--- config.mk ---
export PLATFORM = sky130hd
export DESIGN_NAME = serial_arithmetic_unit
export DESIGN_NICKNAME = d
export VERILOG_FILES = /design/src/rtl/serial_arithmetic_unit.sv
export SDC_FILE = /design/constraint.sdc
export NUM_CORES = 1
export LEC_CHECK = 0
export ABC_AREA = 1
export ABC_CLOCK_PERIOD_IN_PS = 1900
export BUFFER_PORTS_ARGS = -buffer_cell sky130_fd_sc_hd__buf_4
export CAP_MARGIN = 15
export CORE_MARGIN = 2
export CORE_UTILIZATION = 54
export DETAILED_ROUTE_END_ITERATION = 10
export PLACE_DENSITY = 0.79
export SYNTH_ARGS = -nofsm -noshare
export SYNTH_HDL_FRONTEND = slang
export SYNTH_SLANG_ARGS = --single-unit
--- constraint.sdc ---
create_clock -name clk -period 1.9 [get_ports clk]
set_input_delay 0.19 -clock clk [delete_from_list [all_inputs] [get_ports clk]]
set_output_delay 0.19 -clock clk [all_outputs]
set_load 0.01 [all_outputs]
--- src/rtl/serial_arithmetic_unit.sv ---
// Digit-serial add/subtract engine: N-bit operands processed W bits per clock, LSB digit first,
// with a registered carry between digits and a start/busy/done handshake.
module serial_arithmetic_unit #(
   parameter int unsigned N = 8,
   parameter int unsigned W = 4
) (
   input  logic         clk,
   input  logic         rst_n,
   input  logic         start,
   input  logic [N-1:0] a,
   input  logic [N-1:0] b,
   input  logic [1:0]   op,
   input  logic         cin,
   output logic         busy,
   output logic         done,
   output logic [N-1:0] out,
   output logic         cout,
   output logic         overflow,
   output logic         zero,
   output logic         negative
);

   localparam int unsigned D    = N / W;
   localparam int unsigned CntW = (D > 1) ? $clog2(D) : 1;
   localparam logic [CntW-1:0] LastCnt = CntW'(D - 1);

   typedef enum logic {StIdle, StRun} state_e;

   state_e          state_q, state_d;
   logic [N-1:0]    a_q, a_d;
   logic [N-1:0]    b_q, b_d;
   logic            c_q, c_d;
   logic [CntW-1:0] cnt_q, cnt_d;
   logic [N-1:0]    res_q, res_d;
   logic [N-1:0]    out_q, out_d;
   logic            cout_q, cout_d;
   logic            ovf_q, ovf_d;
   logic            zero_q, zero_d;
   logic            neg_q, neg_d;
   logic            done_q, done_d;

   logic [W:0]      digit_sum;
   logic            carry_msb;
   logic [N-1:0]    res_next;

   // Operands shift right each digit, so the active digit always sits in the low W bits.
   assign digit_sum = {1'b0, a_q[W-1:0]} + {1'b0, b_q[W-1:0]} + (W + 1)'(c_q);
   // Carry into the digit's top bit; on the final digit this is the carry into bit N-1.
   assign carry_msb = digit_sum[W-1] ^ a_q[W-1] ^ b_q[W-1];

   // Result digits enter at the top and move down, so the first digit ends at the bottom.
   generate
      if (W < N) begin : g_multi_digit
         assign res_next = {digit_sum[W-1:0], res_q[N-1:W]};
      end else begin : g_single_digit
         assign res_next = digit_sum[W-1:0];
      end
   endgenerate

   always_comb begin
      state_d = state_q;
      a_d     = a_q;
      b_d     = b_q;
      c_d     = c_q;
      cnt_d   = cnt_q;
      res_d   = res_q;
      out_d   = out_q;
      cout_d  = cout_q;
      ovf_d   = ovf_q;
      zero_d  = zero_q;
      neg_d   = neg_q;
      done_d  = 1'b0;

      unique case (state_q)
         StIdle: begin
            if (start) begin
               a_d     = a;
               b_d     = op[0] ? ~b : b;
               c_d     = op[1] ? cin : op[0];
               cnt_d   = '0;
               res_d   = '0;
               state_d = StRun;
            end
         end
         StRun: begin
            a_d   = a_q >> W;
            b_d   = b_q >> W;
            c_d   = digit_sum[W];
            res_d = res_next;
            cnt_d = cnt_q + 1'b1;
            if (cnt_q == LastCnt) begin
               state_d = StIdle;
               out_d   = res_next;
               cout_d  = digit_sum[W];
               ovf_d   = carry_msb ^ digit_sum[W];
               zero_d  = (res_next == '0);
               neg_d   = res_next[N-1];
               done_d  = 1'b1;
            end
         end
         default: state_d = StIdle;
      endcase
   end

   always_ff @(posedge clk or negedge rst_n) begin
      if (!rst_n) begin
         state_q <= StIdle;
         a_q     <= '0;
         b_q     <= '0;
         c_q     <= 1'b0;
         cnt_q   <= '0;
         res_q   <= '0;
         out_q   <= '0;
         cout_q  <= 1'b0;
         ovf_q   <= 1'b0;
         zero_q  <= 1'b0;
         neg_q   <= 1'b0;
         done_q  <= 1'b0;
      end else begin
         state_q <= state_d;
         a_q     <= a_d;
         b_q     <= b_d;
         c_q     <= c_d;
         cnt_q   <= cnt_d;
         res_q   <= res_d;
         out_q   <= out_d;
         cout_q  <= cout_d;
         ovf_q   <= ovf_d;
         zero_q  <= zero_d;
         neg_q   <= neg_d;
         done_q  <= done_d;
      end
   end

   assign busy     = (state_q == StRun);
   assign done     = done_q;
   assign out      = out_q;
   assign cout     = cout_q;
   assign overflow = ovf_q;
   assign zero     = zero_q;
   assign negative = neg_q;

endmodule

==> After elaboration in Yosys (flattened, before gate mapping) <==
Index checks and enable logic that the tools add are counted.
{ "totals": {"ff_bits": 40} }
{ "op_classes": {"n_eq_ne": 1, "mux": 17, "reduce_logical": 2, "bitwise": 5, "add_sub_neg": 3} }
{ "op_table": {"columns": ["operator", "n"], "rows": [
  ["$pmux 8 s2", 3],
  ["$mux 8", 4],
  ["$logic_not 8->1", 1],
  ["$not 8->8", 1],
  ["$mux 1", 7],
  ["$pmux 1 s2", 3],
  ["$add 4x4->5", 1],
  ["$add 5x1->5", 1],
  ["$xor 1x1->1", 3],
  ["$ne 2x2->1 const B", 1],
  ["$reduce_and 2->1", 1],
  ["$add 1x1->1 const B", 1],
  ["$not 1->1", 1]
]} }

==> Logic depth before layout (Yosys ltp) <==
{ "depth": {"word_depth": 5, "mapped_depth": 10} }

==> Worst setup path after synthesis <==
Ideal clock, no wire load.
{ "synth_timing": {"kind": "register to register", "start": "register b_q[0]", "end": "register zero_q (netlist: zero)", "t_arrival_ns": 1.597, "period_less_slack_ns": 1.662, "path_stages_with_launch": 10, "setup_slack_ns": 0.238, "path_cell_list": "dfrtp_1 -> inv_1 -> fa_1 -> inv_1 -> fa_1 -> inv_1 -> nand2_1 -> nor2_1 -> nand3_1 -> nand2_1"} }
{ "synth_via": {"elab_chain_cells": 3} }
{ "synth_rtl": {"columns": ["element", "line", "rtl"], "rows": [
  ["start, declared", "31", "logic [N-1:0] b_q, b_d;"],
  ["start signal, assigned", "109", "b_q <= '0;"],
  ["start signal, assigned", "122", "b_q <= b_d;"],
  ["$add 4x4->5", "47", "assign digit_sum = {1'b0, a_q[W-1:0]} + {1'b0, b_q[W-1:0]} + (W + 1)'(c_q);"],
  ["$add 5x1->5", "47", null],
  ["via digit_sum[1]", "42", "logic [W:0] digit_sum;"],
  ["$logic_not 8->1", "96", "zero_d = (res_next == '0);"],
  ["end signal, assigned", "129", "zero_q <= zero_d;"],
  ["end, declared", "38", "logic zero_q, zero_d;"]
]} }
The timed path passes the listed nets, and every way through them passes these cells.
A chain may end at the register's enable or synchronous reset.

==> Final worst setup path <==
{ "layout_timing": {"start": "register a_q[0]", "end": "register zero_q (netlist: zero)"} }
{ "layout_via": {"elab_chain_cells": 3} }
{ "layout_rtl": {"columns": ["element", "line", "rtl"], "rows": [
  ["start, declared", "30", "logic [N-1:0] a_q, a_d;"],
  ["start signal, assigned", "108", "a_q <= '0;"],
  ["start signal, assigned", "121", "a_q <= a_d;"],
  ["$add 4x4->5", "47", null],
  ["$add 5x1->5", "47", null],
  ["via digit_sum[1]", "42", null],
  ["$logic_not 8->1", "96", null]
]} }
The timed path passes the listed nets, and every way through them passes these cells.

==> results.sh <==
export IMPL_synthCells=188
export IMPL_placed_area_um2=2010
export IMPL_die_area_um2=3720
export IMPL_tightest_slew_ps=423
export IMPL_r2r_setup_slack_ps=120
export IMPL_fmax_mhz=563
export IMPL_hp_start="a[6]"
export IMPL_via_per_inst=5.10
export IMPL_status="finished clean"
export IMPL_post_route_period_util_pct=93.4
export IMPL_period_needed_ps=1780
export IMPL_core_um2=3080
export IMPL_synth_area_um2=1750
export IMPL_grt_pass1_vias=1309
export IMPL_finalSetupViolations=0
export IMPL_io_buffers=35
export IMPL_crit_path_cell_trace="inv_1 > fa_1 > inv_2 > fa_1 > inv_1 > nand2_1 > nor2_1 > nand3_1 > nand2_1"
export IMPL_drv_slew=0
export IMPL_final_antenna_net_count=0
export IMPL_clk_pin_slew_ps=110
export IMPL_max_slew_margin_pct=71.8
export IMPL_design_area_um2=2080
export IMPL_reg2reg_to="zero$_DFFE_PN0P_"
export IMPL_root_buffer="clkbuf_4"
export IMPL_antenna_found_initial=0
export IMPL_std_cell_rows=20
export IMPL_critPathMaxFanout=3
export IMPL_dieWidth_um=61.0
export IMPL_first_pass_iters=4
export IMPL_ctsLongestPathBuffers=2
export IMPL_drt_wirelength_per_cell_um=12.5
export IMPL_dr_first_iter_drc_count=41
export IMPL_drc=0
export IMPL_cp_arrival_ps=2060
export IMPL_grt_pass1_wl_um=5550
export IMPL_grt_total_usage_pct=20.9
export IMPL_powerDensity_nw_per_um2=1690
export IMPL_fin_worst_skew_ps=11.3
export IMPL_r2r_cells=9
export IMPL_clk_latency_ps=340
export IMPL_cts_tree="done"
export IMPL_peakVddDrop_v=0.00108
export IMPL_place_congestion=0.845
export IMPL_hpwlAfterDp_um=2480
export IMPL_drt_wl_total_um=3370
export IMPL_io_pins=36
export IMPL_final_nets=251
export IMPL_power_leakage_nw=1.02
export IMPL_worstSetupPathType="register to register"
export IMPL_hold_violations=0
export IMPL_clock_sinks=35
export IMPL_endpoint_kind="register"
export IMPL_syn_nets=215
export IMPL_htreeDepth=2
export IMPL_grt_start_max_net_pins=36
export IMPL_min_to="a_q[6]$_DFFE_PN0P_"
export IMPL_overflow=0
export IMPL_max_stage_delay_ps=430
export IMPL_ys_ff_latch=35
export IMPL_yosys_warnings=0
export IMPL_synth_area_per_cell_um2=9.32
export IMPL_seq_area_frac_synth_pct=50.0
export IMPL_numCtsBuffers=5
export IMPL_hold_path_cell_count=3
export IMPL_ys_types=26
export IMPL_cp_slowest_cell="fa_1"
export IMPL_cp_start_kind="register"
export IMPL_critPathRequiredTime_ps=2180
export IMPL_die_h_um=61.0
export IMPL_post_route_util_pct=67.4
export IMPL_critical_path_top_delay_family="adder cells"
export IMPL_area_growth_pct=18.4
export IMPL_cp_num_buf_inv=3
export IMPL_vias=1371
export IMPL_start_util_pct=57.0
export IMPL_r2r_start="a_q[0]$_DFFE_PN0P_"
export IMPL_cap_violations=0
export IMPL_hp_class="input port to register"
export IMPL_insertedDiodeCount=0
export IMPL_drive_above_1_share_pct=28.0
==> sequential cells by signal, summed over array words and instances (netlist names), 4 cells and up <==
register,flops
a_q,8
b_q,8
out,8
res_q,4
==> placed cells by master (no fill, tap or decap), drive strengths merged, types with 5 or more instances in the layout <==
cell type,netlist,final
o22ai,8,8
o21ai,17,17
dfrtp,35,35
nor2,12,12
nand2,39,39
buf,9,37
inv,25,25
nand3,12,12
clkbuf,0,5
a31oi,8,8
xnor2,6,6
a21oi,6,6
==> worst max-delay path by stage <==
stage / start / endpoint / slack [ps] / cells past startpoint
6_report: a_q[0]$_DFFE_PN0P_ / zero$_DFFE_PN0P_ / 120 / 9
5_1_grt: b_q[0]$_DFFE_PN0P_ / zero$_DFFE_PN0P_ / -20 / 9
4_1_cts: b_q[0]$_DFFE_PN0P_ / zero$_DFFE_PN0P_ / 100 / 9
3_5_place_dp: b_q[0]$_DFFE_PN0P_ / zero$_DFFE_PN0P_ / 120 / 9
3_3_place_gp: b_q[0]$_DFFE_PN0P_ / zero$_DFFE_PN0P_ / 180 / 9
2_1_floorplan: b_q[0]$_DFFE_PN0P_ / zero$_DFFE_PN0P_ / 240 / 9
==> layout make-up <==
type	instances	area, um2
Fill cell	264	1000
Sequential cell	35	876
Multi-Input combinational cell	119	711
Timing Repair Buffer	38	288
Inverter	25	93.8
Tap cell	44	55.1
Clock buffer	5	37.5
Clock inverter	3	15.0
==> layer usage <==
layer  share of wire, %  GRT usage [%]  vias up
li1                   -              -      690
met1                 42           22.8      632
met2                 52           37.8       39
met3                4.2           6.40       10
met4                2.1           7.76        0
met5                  0              0        -
==> where the power goes <==
| group | leakage, nW | switching [W] | internal [W] | total [W] |
|---|---|---|---|---|
| clock network | 0.0347 | 0.000239 | 0.000137 | 0.000376 |
| logic | 0.544 | 0.00107 | 0.000783 | 0.00185 |
| registers | 0.439 | 0.000221 | 0.00106 | 0.00129 |
==> kinds of logic after synthesis <==
logic type               Yosys count  synth area share (%)
buffers and inverters             34                  9.49
adder cells (fa/ha/maj)            5                  4.43
AND/OR/NAND/NOR                   66                  16.3
flip-flops                        35                  50.0
AO/OA/AOI/OAI                     41                  16.3
XOR/XNOR                           7                  3.50
==> Yosys cell counts (all sizes together) <==
library cell / instances / area share, %
nand2: 39 / 8.5
dfrtp: 35 / 50
inv: 25 / 5.4
o21ai: 17 / 4.9
nand3: 12 / 3.4
nor2: 12 / 3.1
buf: 9 / 4.1
a31oi: 8 / 4.3
o22ai: 8 / 3.9
a21oi: 6 / 1.7
xnor2: 6 / 3.0
ha: 3 / 2.1
fa: 2 / 2.3
nand4: 2 / 0.71
o211ai: 1 / 0.71
o221ai: 1 / 0.86
or2: 1 / 0.50
xor2: 1 / 0.50
==> per-stage QoR <==
stage	hold WS [ps]	cells	power [W]	setup TNS, ps	setup slack [ps]
after floorplan	-106	188	0.00263	0	238
after global placement	158	259	0.00301	0	175
after detailed placement	158	259	0.00312	0	125
after CTS	76.0	268	0.00350	0	98.6
after global routing	81.5	269	0.00384	-21.0	-21.0
final	80.1	269	0.00351	0	125
==> repair_timing <==
item / 4_1_cts / 5_1_grt
hold buffers: 1 / 0
hold endpoints to repair: 35 / 0
setup endpoints to repair: 0 / 2
resized for setup: 0 / 1
buffers inserted: 0 / 1
==> tightest hold or removal path: stages <==
cell and delay, ps:
buf_4 70, nand3_1 60, o21ai_1 70
Note: power is estimated with default switching activity, not from simulation.
